==> src/rtl/shift_reg_serial_deserializer_pkg.sv <==
// Purpose : shared constants and types for the serial-to-parallel deserializer.
// Latency : n/a (declarations only).
// Backpressure : n/a (declarations only).
package shift_reg_serial_deserializer_pkg;

  // Default word size in bits; any WIDTH >= 2 is supported.
  localparam int DESER_WIDTH_DEFAULT = 8;

  // One-entry output holding register occupancy.
  typedef enum logic {
    HOLD_EMPTY = 1'b0,
    HOLD_FULL  = 1'b1
  } hold_state_e;

  // Bits needed for a bit counter spanning 0..width-1.
  function automatic int deser_cnt_width(input int width);
    return (width <= 2) ? 1 : $clog2(width);
  endfunction

endpackage

==> src/rtl/deser_hold_reg.sv <==
// Purpose : one-entry output holding register with valid/ready handshake and sticky overrun flag.
// Latency : a completed word appears on dat_o/vld_o the cycle after the edge that delivers it.
// Backpressure : while full and not accepted, an arriving word is dropped and ovr_o is set.
//
// Ports:
//   clk_i, rst_i      : clock, synchronous active-high reset
//   word_vld_i/_dat_i : single-cycle pulse carrying a freshly assembled word
//   rdy_i             : consumer ready; transfer occurs when vld_o && rdy_i
//   ovr_clr_i         : clears ovr_o (a simultaneous new overrun wins)
//   dat_o, vld_o      : registered held word and its valid
//   ovr_o             : sticky overrun flag
module deser_hold_reg
  import shift_reg_serial_deserializer_pkg::*;
#(
  parameter int WIDTH = DESER_WIDTH_DEFAULT
) (
  input  logic             clk_i,
  input  logic             rst_i,
  input  logic             word_vld_i,
  input  logic [WIDTH-1:0] word_dat_i,
  input  logic             rdy_i,
  input  logic             ovr_clr_i,
  output logic [WIDTH-1:0] dat_o,
  output logic             vld_o,
  output logic             ovr_o
);

  hold_state_e      state_q, state_d;
  logic [WIDTH-1:0] dat_q, dat_d;
  logic             ovr_q, ovr_d;
  logic             accept;
  logic             ovr_set;

  always_ff @(posedge clk_i) begin
    if (rst_i) begin
      state_q <= HOLD_EMPTY;
      dat_q   <= '0;
      ovr_q   <= 1'b0;
    end else begin
      state_q <= state_d;
      dat_q   <= dat_d;
      ovr_q   <= ovr_d;
    end
  end

  always_comb begin
    state_d = state_q;
    dat_d   = dat_q;
    ovr_set = 1'b0;
    accept  = (state_q == HOLD_FULL) && rdy_i;

    case (state_q)
      HOLD_EMPTY: begin
        if (word_vld_i) begin
          state_d = HOLD_FULL;
          dat_d   = word_dat_i;
        end
      end
      HOLD_FULL: begin
        if (word_vld_i) begin
          // The outgoing word leaves on this same edge, so the new word
          // slides straight in with no empty cycle in between.
          if (accept) begin
            dat_d = word_dat_i;
          end else begin
            ovr_set = 1'b1;
          end
        end else if (accept) begin
          state_d = HOLD_EMPTY;
        end
      end
    endcase

    // Setting has priority over clearing so a same-edge overrun is never lost.
    ovr_d = ovr_set | (ovr_q & ~ovr_clr_i);
  end

  assign dat_o = dat_q;
  assign vld_o = (state_q == HOLD_FULL);
  assign ovr_o = ovr_q;

endmodule

==> src/rtl/shift_reg_serial_deserializer.sv <==
// Purpose : MSB-first serial-to-parallel deserializer with SYNC word alignment.
// Latency : PO/PV valid the cycle after the edge that samples the last bit of a word.
// Backpressure : one-entry holding register; a word completing while the held word is not taken is dropped and OVR set.
//
// Ports:
//   C, R     : clock, synchronous active-high reset
//   SI, SE   : serial data bit and shift enable (SI sampled only when SE=1)
//   SYNC     : marks the current bit position as the start of a new word
//   PO, PV   : assembled parallel word and its valid
//   PR       : consumer ready
//   OVR      : sticky overrun flag, cleared by OVR_CLR or R
module shift_reg_serial_deserializer
  import shift_reg_serial_deserializer_pkg::*;
#(
  parameter int WIDTH = DESER_WIDTH_DEFAULT
) (
  input  logic             C,
  input  logic             R,
  input  logic             SI,
  input  logic             SE,
  input  logic             SYNC,
  output logic [WIDTH-1:0] PO,
  output logic             PV,
  input  logic             PR,
  output logic             OVR,
  input  logic             OVR_CLR
);

  localparam int             CW       = deser_cnt_width(WIDTH);
  localparam logic [CW-1:0]  CNT_LAST = CW'(WIDTH - 1);

  logic [WIDTH-1:0] shreg_q, shreg_d;
  logic [CW-1:0]    cnt_q, cnt_d;
  logic [WIDTH-1:0] shifted;
  logic             word_vld;

  always_ff @(posedge C) begin
    if (R) begin
      shreg_q <= '0;
      cnt_q   <= '0;
    end else begin
      shreg_q <= shreg_d;
      cnt_q   <= cnt_d;
    end
  end

  assign shifted = {shreg_q[WIDTH-2:0], SI};

  always_comb begin
    shreg_d  = shreg_q;
    cnt_d    = cnt_q;
    word_vld = 1'b0;

    if (SYNC) begin
      // Realignment drops any partial word. With SE=1 the current bit is
      // the first bit of the new word, so the counter resumes at 1 and no
      // completion is signalled even if the old count was at the last bit.
      if (SE) begin
        shreg_d = {{(WIDTH-1){1'b0}}, SI};
        cnt_d   = CW'(1);
      end else begin
        shreg_d = '0;
        cnt_d   = '0;
      end
    end else if (SE) begin
      shreg_d = shifted;
      if (cnt_q == CNT_LAST) begin
        cnt_d    = '0;
        word_vld = 1'b1;
      end else begin
        cnt_d = cnt_q + CW'(1);
      end
    end
  end

  // The completed word is the shifted value itself, so it reaches the
  // holding register on the same edge that samples the last bit.
  deser_hold_reg #(
    .WIDTH(WIDTH)
  ) u_hold (
    .clk_i      (C),
    .rst_i      (R),
    .word_vld_i (word_vld),
    .word_dat_i (shifted),
    .rdy_i      (PR),
    .ovr_clr_i  (OVR_CLR),
    .dat_o      (PO),
    .vld_o      (PV),
    .ovr_o      (OVR)
  );

endmodule

==> config.mk <==
export PLATFORM = sky130hd
export DESIGN_NAME = shift_reg_serial_deserializer
export DESIGN_NICKNAME = d
export VERILOG_FILES = /design/src/rtl/shift_reg_serial_deserializer_pkg.sv /design/src/rtl/deser_hold_reg.sv /design/src/rtl/shift_reg_serial_deserializer.sv
export SDC_FILE = /design/constraint.sdc
export NUM_CORES = 1
export LEC_CHECK = 0
export ABC_CLOCK_PERIOD_IN_PS = 1300
export BUFFER_PORTS_ARGS = -buffer_cell sky130_fd_sc_hd__clkbuf_2
export CORE_AREA = 5 5 56 46
export CTS_CLUSTER_DIAMETER = 150
export CTS_CLUSTER_SIZE = 8
export DETAILED_ROUTE_END_ITERATION = 10
export DIE_AREA = 0 0 61 51
export GPL_ROUTABILITY_DRIVEN = 0
export PLACE_DENSITY = 0.69
export SKIP_CTS_REPAIR_TIMING = 1
export SLEW_MARGIN = 0
export SYNTH_ARGS = -nofsm -noshare
export SYNTH_HDL_FRONTEND = slang
export SYNTH_SLANG_ARGS = --single-unit
==> constraint.sdc <==
create_clock -name C -period 1.3 [get_ports C]
set_clock_uncertainty 0.15 [all_clocks]
set_input_delay 0.065 -clock C [delete_from_list [all_inputs] [get_ports C]]
set_output_delay 0.065 -clock C [all_outputs]
set_load 0.02 [all_outputs]
==> results of run 1 <==
-- path summary, 6_finish.rpt --
check	from	to	cells past startpoint
worst max-delay path	cnt_q[0]$_SDFFE_PP0P_	u_hold.dat_o[1]$_SDFFE_PP0P_	6
worst min-delay path	SE	shreg_q[0]$_SDFFE_PP0P_	3
worst max register to register	cnt_q[0]$_SDFFE_PP0P_	u_hold.dat_o[1]$_SDFFE_PP0P_	6
worst min register to register	u_hold.dat_o[6]$_SDFFE_PP0P_	u_hold.dat_o[6]$_SDFFE_PP0P_	2
-- worst min-delay path, cell delays in order --
cell,delay (ns)
clkbuf_2,0.22
a21oi_1,0.10
nor2_1,0.07
-- logic make-up after synthesis --
logic type / after synthesis
simple gates: 34
flops: 20
mux: 16
buf+inv: 6
compound gates: 5
fa+ha+maj: 2
-- synth_stat cells (2+ instances only) --
cell type,number,area share
dfxtp_1,20,0.47
nand2b_1,17,0.13
nor2_1,11,0.049
a21oi_1,3,0.018
mux2i_1,16,0.19
ha_1,2,0.030
clkbuf_1,3,0.013
-- per-stage QoR --
stage          setup TNS [ns]  total power (W)  hold slack [ns]  setup slack, ns  utilization
3_3_place_gp          -0.4308        0.0006997           0.1666         -0.06472       0.5182
4_1_cts                -1.025         0.001210          -0.1613          -0.1549       0.5455
6_report              -0.8571         0.001218          0.01517          -0.1287       0.5831
5_1_grt                -1.576         0.001264          0.02716          -0.1926       0.5831
3_5_place_dp          -0.7585        0.0007006           0.1719          -0.1265       0.5182
2_1_floorplan         -0.1567        0.0006776          0.05570         -0.01959            -
-- layer usage --
metal / share of wire / up-vias / wire length (um) / track usage
met5: 0 / - / 0 / 0
met4: 0.0098 / 0 / 16 / 0.05415
met3: 0.049 / 2 / 81 / 0.05290
met2: 0.49 / 10 / 807 / 0.1815
met1: 0.45 / 265 / 733 / 0.1218
li1: - / 329 / - / -
-- state kept, by name, indices dropped and copies added, names as in the netlist --
register      flops
cnt_q             3
shreg_q           7
u_hold.dat_o      8
u_hold.ovr_o      1
u_hold.vld_o      1
-- layout by cell type (no fill, tap or decap), types with 2 or more instances in the layout --
cell,count
dlygate4sd3_1,6
mux2i_1,16
dfxtp_2,2
buf_6,2
dfxtp_1,18
clkbuf_2,16
ha_4,2
clkbuf_4,3
buf_4,4
a21oi_1,3
nor2_1,11
nand2b_1,17
-- cell type report --
type / count / share of cell area
clock inverters: 1 / 0.02673
flip-flops and latches: 20 / 0.3586
inverters: 1 / 0.003341
repair buffers: 28 / 0.1715
well taps: 24 / 0.02673
clock buffers: 3 / 0.02004
multi-input cells: 57 / 0.3931
-- power by group --
part	total (W)	switching [W]	internal [W]	leakage, nW
clock	0.000516	0.000204	0.000312	0.0279
sequential	0.000623	0.00000431	0.000618	0.162
combinational	0.0000792	0.0000333	0.0000459	0.280
total	0.00122	0.000242	0.000976	0.470
==> run_results.csv, run 1 <==
group,metric,value,unit
global_routing,grt_pass1_wl,2532,um
synthesis,avgSynthCellArea,10.19,um2
setup_path,worst_setup_path_start_kind,"flip-flop",
cells_and_area,fill_cells,171,
clock_network,root_buffer,"clkbuf_4",
synthesis,synth_xor_area_frac,0,
cells_and_area,num_antenna_cells,0,
timing,hold_viol,0,
run,drv_cap,0,
global_routing,grt_max_degree,13,
detailed_routing,drtPass1Iterations,4,
synthesis,synthCells,83,
min_path,hold_path.class,"input pin to flip-flop",
synthesis,synth_adder_area_share,0.02959,
synthesis,synth_seq_cells,20,
run_status,status,"complete, but fails checks",
placed_design,hpwl,1155,um
floorplanning,fp.dieH,51,um
synthesis,synth_cell_types,18,
floorplanning,pin_count,17,
synthesis,yosys_warnings,0,
cells_and_area,fin_area,1124,um2
detailed_routing,ant_nets,0,
synthesis,synth_ff_type,"dfxtp_1",
cells_and_area,multi_input_area,441.7,um2
pwr,p_per_area,1084,nW/um2
clock_network,clock_latency,0.31,ns
floorplanning,die_w,61,um
global_routing,grt_pass1_vias,592,
clock_network,cts.path.max_buffers,2,
clock_network,cts_made_buffers,3,
detailed_routing,vias_per_cell,4.522,
global_routing,grt_util_all_layers,0.1119,
setup_path,cp_slowest_cell,"dfxtp_2",
pwr,leakagePower,0.4698,nW
setup_path,critical_path_required,1.40,ns
global_routing,grt_overflow,0,
cells_and_area,drive_gt1_frac,0.2909,
timing,fin_ws,-0.1287,ns
setup_path,crit_fanout,4,
setup_path,crit_family,"flip-flops",
placed_design,io_buffers,16,
pwr,ir_drop,0.0006652,V
timing,drv_slew,0,
clock_network,clk_pin_slew,0.13,ns
clock_network,cts_tree,"done",
setup_path,arrival,1.53,ns
clock_network,cts_sinks,20,
detailed_routing,wl_per_cell,12.23,um
timing,max_freq,699.9,MHz
synthesis,synthMuxAreaShare,0.1893,
floorplanning,fp-row-count,14,
synthesis,synth_compound_area_frac,0.03107,
detailed_routing,drt-initial-drc-count,8,
synthesis,synth_top_family_by_area,"simple AND/OR/NAND/NOR gates",
timing,finalCritPeriodShare,1.099,
timing,period_needed,1.429,ns
placed_design,place_area,998.5,um2
detailed_routing,drc,0,
setup_path,critPathBufInv,1,
cells_and_area,synthToLayoutAreaGrowth,32.84,%
cells_and_area,instances_no_fill,134,
clock_network,htree_levels,1,
floorplanning,core-area,1927,um2
setup_path,cpMostUsedCell,"ha_4",
setup_path,crit_path_max_incr_delay,0.37,ns
timing,setup_violations,9,
setup_path,critPathCaptureType,"flip-flop",
cells_and_area,finalNetCount,120,
setup_path,ff2ff_setup_slack,-0.13,ns
synthesis,syn-num-nets,92,
synthesis,synth_simple_gate_area_share,0.2367,
synthesis,synth_edf_count,0,
detailed_routing,routed_wl,1639,um
run_status,violations,"setup timing",
detailed_routing,vias,606,
timing,maxSlewHeadroom,0.8170,
placed_design,dp.cells,124,
timing,worst_pin_slew,0.2744,ns
setup_path,cp_cell_sequence,"ha_4 -> ha_4 -> nand3b_4 -> nor2b_4 -> buf_6 -> mux2i_1",
floorplanning,dieArea,3111,um2
synthesis,seq_area_frac_synth,0.4734,
synthesis,async_flop_share,0,
synthesis,netlist_area,845.8,um2
cells_and_area,final-seq-area,402.9,um2
timing,rsz0062_at_grt,"true",
setup_path,path_class,"flip-flop to flip-flop",
floorplanning,start_util,0.4390,
global_routing,antenna_found_initial,0,
No activity file was read; power rests on OpenSTA's default activity.
==> run 2, diff against run 1 <==
==> constraint.sdc (replaced) <==
create_clock -name C -period 1.3 [get_ports C]
set_clock_uncertainty 0.15 [all_clocks]
set_input_delay 0 -clock C [delete_from_list [all_inputs] [get_ports C]]
set_output_delay 0 -clock C [all_outputs]
set_load 0.02 [all_outputs]
==> run 2 against run 1 <==
  * The run still ends with setup timing left
  * Via count up 1.8%
  * Clock power about the same
  * Sequential share of layout area unchanged
==> run_results.csv, run 2 (same netlist as run 1, synthesis figures left out) <==
group,metric,value,unit
clock_network,clock_latency,0.31,ns
timing,finalCritPeriodShare,1.098,
clock_network,clk_pin_slew,0.13,ns
setup_path,arrival,1.52,ns
run_status,violations,"setup timing",
detailed_routing,drtPass1Iterations,4,
floorplanning,die_w,61,um
timing,finalSetupTns,-0.8401,ns
detailed_routing,drc,0,
setup_path,cp_cell_sequence,"ha_4 -> ha_4 -> nand3b_4 -> nor2b_4 -> buf_6 -> mux2i_1",
cells_and_area,final_common_cell,"dfxtp_1",
pwr,p_per_area,1081,nW/um2
floorplanning,pin_count,17,
timing,setup_violations,9,
global_routing,antenna_found_initial,0,
clock_network,root_buffer,"clkbuf_4",
setup_path,critPathBufInv,1,
detailed_routing,drt-initial-drc-count,11,
clock_network,cts_sinks,20,
cells_and_area,num_antenna_cells,0,
clock_network,htree_levels,1,
setup_path,cp_slowest_cell,"dfxtp_2",
cells_and_area,synthToLayoutAreaGrowth,32.84,%
timing,hold_viol,0,
clock_network,cts_tree,"done",
setup_path,worst_setup_path_start_kind,"flip-flop",
global_routing,grt_util_all_layers,0.1119,
floorplanning,start_util,0.4390,
cells_and_area,largest_register_ffs,8,
setup_path,cpMostUsedCell,"ha_4",
setup_path,path_class,"flip-flop to flip-flop",
setup_path,path_depth,6,
setup_path,crit_fanout,4,
placed_design,dp.cells,124,
run_status,status,"complete, but fails checks",
setup_path,crit_family,"flip-flops",
floorplanning,fp.dieH,51,um
detailed_routing,vias_per_cell,4.604,
timing,whs,0.3221,ns
timing,drv_slew,0,
clock_network,cts.path.max_buffers,2,
setup_path,critPathCaptureType,"flip-flop",
floorplanning,core-area,1927,um2
setup_path,startpoint,"cnt_q[0]$_SDFFE_PP0P_",
setup_path,endpoint,"u_hold.dat_o[1]$_SDFFE_PP0P_",
cells_and_area,fill_cells,168,
detailed_routing,ant_nets,0,
global_routing,grt_max_degree,13,
timing,fin_ws,-0.1276,ns
pwr,power,0.001215,W
setup_path,ff2ff_setup_slack,-0.13,ns
cells_and_area,final_cell_mix,"dfxtp_1 (18), nand2b_1 (17), mux2i_1 (16), clkbuf_2 (16), nor2_1 (11)",
floorplanning,fp-row-count,14,
detailed_routing,vias,617,
global_routing,grt_pass1_wl,2532,um
setup_path,r2r-start,"cnt_q[0]$_SDFFE_PP0P_",
timing,period_needed,1.428,ns
setup_path,crit_path_max_incr_delay,0.37,ns
floorplanning,dieArea,3111,um2
timing,worst_pin_slew,0.2802,ns
global_routing,grt_pass1_vias,592,
timing,max_freq,700.5,MHz
pwr,leakagePower,0.4698,nW
pwr,ir_drop,0.0006663,V
timing,rsz0062_at_grt,"true",
setup_path,critical_path_required,1.40,ns
setup_path,rr_worst_depth,6,
cells_and_area,finalNetCount,120,
min_path,hold_path.class,"input pin to flip-flop",
timing,maxSlewHeadroom,0.8132,
detailed_routing,routed_wl,1620,um
run,drv_cap,0,
setup_path,reg2reg_to,"u_hold.dat_o[1]$_SDFFE_PP0P_",
detailed_routing,wl_per_cell,12.09,um
placed_design,io_buffers,16,
global_routing,grt_overflow,0,
placed_design,hpwl,1155,um
cells_and_area,instances_no_fill,134,
cells_and_area,drive_gt1_frac,0.2909,
clock_network,cts_made_buffers,3,
==> run 2: cell counts in the layout (fill, tap and decap cells not counted) <==
No cell type changed its count.
==> run 2: layer usage <==
layer	vias to the layer above	part of all wire	global-route usage
li1	328	-	-
met5	-	0	0
met2	14	0.50	0.1815
met3	2	0.053	0.05290
met4	0	0.0099	0.05415
met1	273	0.44	0.1218
==> run 2: worst min path at each step <==
| stage | endpoint | cells past startpoint | slack (ns) | startpoint |
|---|---|---|---|---|
| floorplan | shreg_q[0]$_SDFFE_PP0P_ | 2 | -0.009 | SI |
| global placement | shreg_q[0]$_SDFFE_PP0P_ | 3 | 0.10 | SI |
| detailed placement | shreg_q[0]$_SDFFE_PP0P_ | 3 | 0.11 | SI |
| CTS | shreg_q[0]$_SDFFE_PP0P_ | 3 | -0.23 | SI |
| global route | shreg_q[0]$_SDFFE_PP0P_ | 4 | 0.33 | SI |
| finish | shreg_q[0]$_SDFFE_PP0P_ | 4 | 0.32 | SI |
==> run 2: per-stage QoR <==
| stage | area [um2] | util | worst slack, ns |
|---|---|---|---|
| 6_report | 1124 | 0.5831 | -0.1276 |
| 5_1_grt | 1124 | 0.5831 | -0.1928 |
| 4_1_cts | 1051 | 0.5455 | -0.1549 |
| 3_5_place_dp | 998.5 | 0.5182 | -0.1265 |
| 3_3_place_gp | 998.5 | 0.5182 | -0.06472 |
| 2_1_floorplan | 873.3 | - | -0.01959 |
==> run 2: final cells by class <==
cell class | instances | area (um2) | area share
clock buffer | 3 | 22.52 | 0.02004
clock inverter | 1 | 30.03 | 0.02673
inverter | 1 | 3.754 | 0.003341
multi-input combinational | 57 | 441.7 | 0.3931
sequential | 20 | 402.9 | 0.3586
tap | 24 | 30.03 | 0.02673
timing repair buffer | 28 | 192.7 | 0.1715
==> run 2: tightest hold or removal path: stages <==
cell           delay (ns)
dlygate4sd3_1        0.52
clkbuf_2             0.11
a21oi_1              0.05
nor2_1               0.07
==> run 2: report_power, final <==
part | switching, W | internal, W
Sequential | 0.00000430 | 0.000618
Combinational | 0.0000336 | 0.0000459
Clock | 0.000201 | 0.000312
Total | 0.000239 | 0.000976
==> run 3, diff against run 2 <==
--- a/config.mk
+++ b/config.mk
@@ -5,6 +5,7 @@
 export SDC_FILE = /design/constraint.sdc
 export NUM_CORES = 1
 export LEC_CHECK = 0
+export ABC_AREA = 1
 export ABC_CLOCK_PERIOD_IN_PS = 1300
 export BUFFER_PORTS_ARGS = -buffer_cell sky130_fd_sc_hd__clkbuf_2
 export CORE_AREA = 5 5 56 46
==> run 3 against run 2 <==
  * The flow finishes with violations (hold timing, setup timing)
  * Critical path depth rose by 2
  * Global-route usage rose by 1.0 points
  * Combinational power rose by 4.0%
  * Sequential share of layout area rose by 1.1 points
  * Via count rose by 27%
  * Wire length rose by 9.6%
  * Power fell by 12%
  * Die area did not move
  * Area after synthesis fell by 0.59%
  * Sequential cell count did not move
  * Worst hold slack got worse by 0.38 ns
  * Largest cell class is now flip-flops and latches
==> run_results.csv, run 3 <==
group,metric,value,unit
synthesis,netlist_area,840.8,um2
clock_network,cts_tree,"done",
detailed_routing,ant_nets,0,
clock_network,cts_sinks,20,
cells_and_area,fill_cells,186,
timing,maxSlewHeadroom,0.7743,
detailed_routing,vias,783,
placed_design,hpwl,1237,um
synthesis,synth_seq_cells,20,
synthesis,async_flop_share,0,
timing,max_freq,723.6,MHz
global_routing,use_met3,0.05290,
pwr,pwr-share-clk,0.338,
min_path,hold_path.class,"input pin to flip-flop",
synthesis,synth_area_leaders,"dfxtp_1 (48%), nand2_1 (12%), a21oi_1 (9.5%)",
global_routing,grt_max_degree,19,
cells_and_area,finalNetCount,150,
detailed_routing,drt-initial-drc-count,20,
detailed_routing,routed_wl,1776,um
floorplanning,start_util,0.4364,
synthesis,synth_ff_type,"dfxtp_1",
synthesis,synthCells,117,
run_status,violations,"hold timing, setup timing",
detailed_routing,drtPass1Iterations,4,
synthesis,yosys_warnings,0,
placed_design,io_buffers,16,
timing,worst_pin_slew,0.3382,ns
pwr,p_seq_frac,0.585,
global_routing,grt_util_all_layers,0.1219,
clock_network,root_buffer,"clkbuf_4",
cells_and_area,drive_gt1_frac,0.2357,
floorplanning,fp.dieH,51,um
synthesis,avgSynthCellArea,7.186,um2
detailed_routing,vias_per_cell,4.774,
clock_network,clk_pin_slew,0.11,ns
timing,period_needed,1.382,ns
pwr,ir_drop,0.0006964,V
global_routing,grt_busiest_layer,"met2",
run_status,status,"complete, but fails checks",
pwr,p_int,0.0008273,W
synthesis,synth_edf_count,0,
setup_path,cpMostUsedCell,"ha_4",
timing,setup_violations,10,
synthesis,syn-num-nets,126,
pwr,leakagePower,0.4679,nW
setup_path,path_class,"flip-flop to flip-flop",
cells_and_area,final_common_cell,"nand2_1",
pwr,power,0.001071,W
setup_path,cp_slowest_cell,"dfxtp_2",
clock_network,cts.path.max_buffers,2,
cells_and_area,final-seq-area,402.9,um2
setup_path,critical_path_required,1.36,ns
floorplanning,pin_count,17,
pwr,netSwitchingFraction,0.2277,
synthesis,synth_common_cells,"nand2_1 (27), dfxtp_1 (20), nor2_1 (20)",
floorplanning,core-area,1927,um2
global_routing,grt_pass1_vias,705,
cells_and_area,instances_no_fill,164,
floorplanning,die_w,61,um
cells_and_area,multi_input_area,394.1,um2
cells_and_area,synthToLayoutAreaGrowth,29.61,%
setup_path,critPathCaptureType,"flip-flop",
cells_and_area,num_antenna_cells,0,
cells_and_area,final_cell_mix,"nand2_1 (26), nor2_1 (20), dfxtp_1 (18), a21oi_1 (16), clkbuf_2 (16)",
pwr,p_per_area,983.0,nW/um2
cells_and_area,largest_register_ffs,8,
global_routing,grtUsageMet2,0.2046,
setup_path,crit_fanout,18,
synthesis,seq_area_frac_synth,0.4762,
clock_network,clock_latency,0.30,ns
floorplanning,fp-row-count,14,
placed_design,pre_cts_ws,-0.07686,ns
setup_path,crit_path_max_incr_delay,0.37,ns
global_routing,grt_pass1_wl,2891,um
setup_path,worst_setup_path_start_kind,"flip-flop",
timing,hold_viol,7,
detailed_routing,drc,0,
timing,finalSetupTns,-0.6081,ns
placed_design,dp.cells,155,
clock_network,htree_levels,1,
global_routing,antenna_found_initial,0,
setup_path,cp_cell_sequence,"ha_4 -> ha_4 -> nand2_2 -> nor2_4 -> buf_12 -> nand3_1 -> nand2_1 -> nor2_1",
synthesis,yosysTopAreaCell,"dfxtp_1",
clock_network,cts_made_buffers,3,
synthesis,synthDominantCellAreaShare,0.4762,
detailed_routing,wl_per_cell,10.83,um
timing,drv_slew,0,
pwr,p_comb_frac,0.077,
floorplanning,dieArea,3111,um2
cells_and_area,finish.utilization,0.5656,
timing,rsz0062_at_grt,"true",
timing,finalCritPeriodShare,1.063,
pwr,netSwitchingPower,0.0002439,W
timing,whs,-0.05464,ns
run,drv_cap,0,
timing,fin_ws,-0.08197,ns
synthesis,synthMostInstantiatedCell,"nand2_1",
global_routing,grt_overflow,0,
setup_path,arrival,1.44,ns
global_routing,met1_usage,0.1346,
synthesis,synth_cell_types,15,
## run 3: worst max-delay path, delay by kind of cell (launching register included)
kind | cells | cell delay (ns)
buffers and inverters | 1 | 0.15
and+or+nand+nor | 5 | 0.35
adders and majority gates | 2 | 0.26
DFF | 1 | 0.37
## run 3: stage by stage
stage	area (um2)	hold WS, ns
final	1090	-0.05464
after floorplan	870.8	0.01079
after detailed placement	998.5	0.1062
after global placement	998.5	0.1019
after global routing	1090	0.002832
after CTS	1035	-0.2261
## run 3: kinds of logic (layout without fill, tap and decap cells)
logic type / count (synthesis) / count (layout) / synth area share
AOI/OAI and AO/OA: 20 / 20 / 0.1220
DFF: 20 / 20 / 0.4762
and+or+nand+nor: 57 / 57 / 0.2783
adders and majority gates: 2 / 2 / 0.02976
buffers and inverters: 18 / 41 / 0.09374
## run 3: final cells by class
cell class | instances | share of cell area
multi-input cells | 79 | 0.3617
flip-flops and latches | 20 | 0.3697
clock buffers | 4 | 0.03329
well taps | 24 | 0.02755
repair buffers | 24 | 0.1630
inverters | 13 | 0.04478
## run 3: power groups by stage
stage	Sequential [W]	Clock (W)	Combinational, W
floorplan	0.000640	0	0.0000479
global placement	0.000640	0	0.0000687
detailed placement	0.000641	0	0.0000690
CTS	0.000627	0.000377	0.0000704
global route	0.000629	0.000402	0.0000947
finish	0.000627	0.000362	0.0000827
## run 3: metal layers
| metal | wire [um] | vias to the layer above |
|---|---|---|
| met5 | 0 | - |
| met4 | 13 | 0 |
| met3 | 87 | 2 |
| met2 | 829 | 11 |
| met1 | 846 | 356 |
| li1 | - | 414 |
## run 3: path summary, 6_finish.rpt
check | start | cells past startpoint | slack (ns) | endpoint
worst max register to register | cnt_q[1]$_SDFFE_PP0P_ | 8 | -0.08 | u_hold.dat_o[7]$_SDFFE_PP0P_
worst min-delay path | SE | 3 | -0.05 | shreg_q[4]$_SDFFE_PP0P_
worst max-delay path | cnt_q[1]$_SDFFE_PP0P_ | 8 | -0.08 | u_hold.dat_o[7]$_SDFFE_PP0P_
worst min register to register | u_hold.ovr_o$_SDFF_PP0_ | 2 | 0.32 | u_hold.ovr_o$_SDFF_PP0_
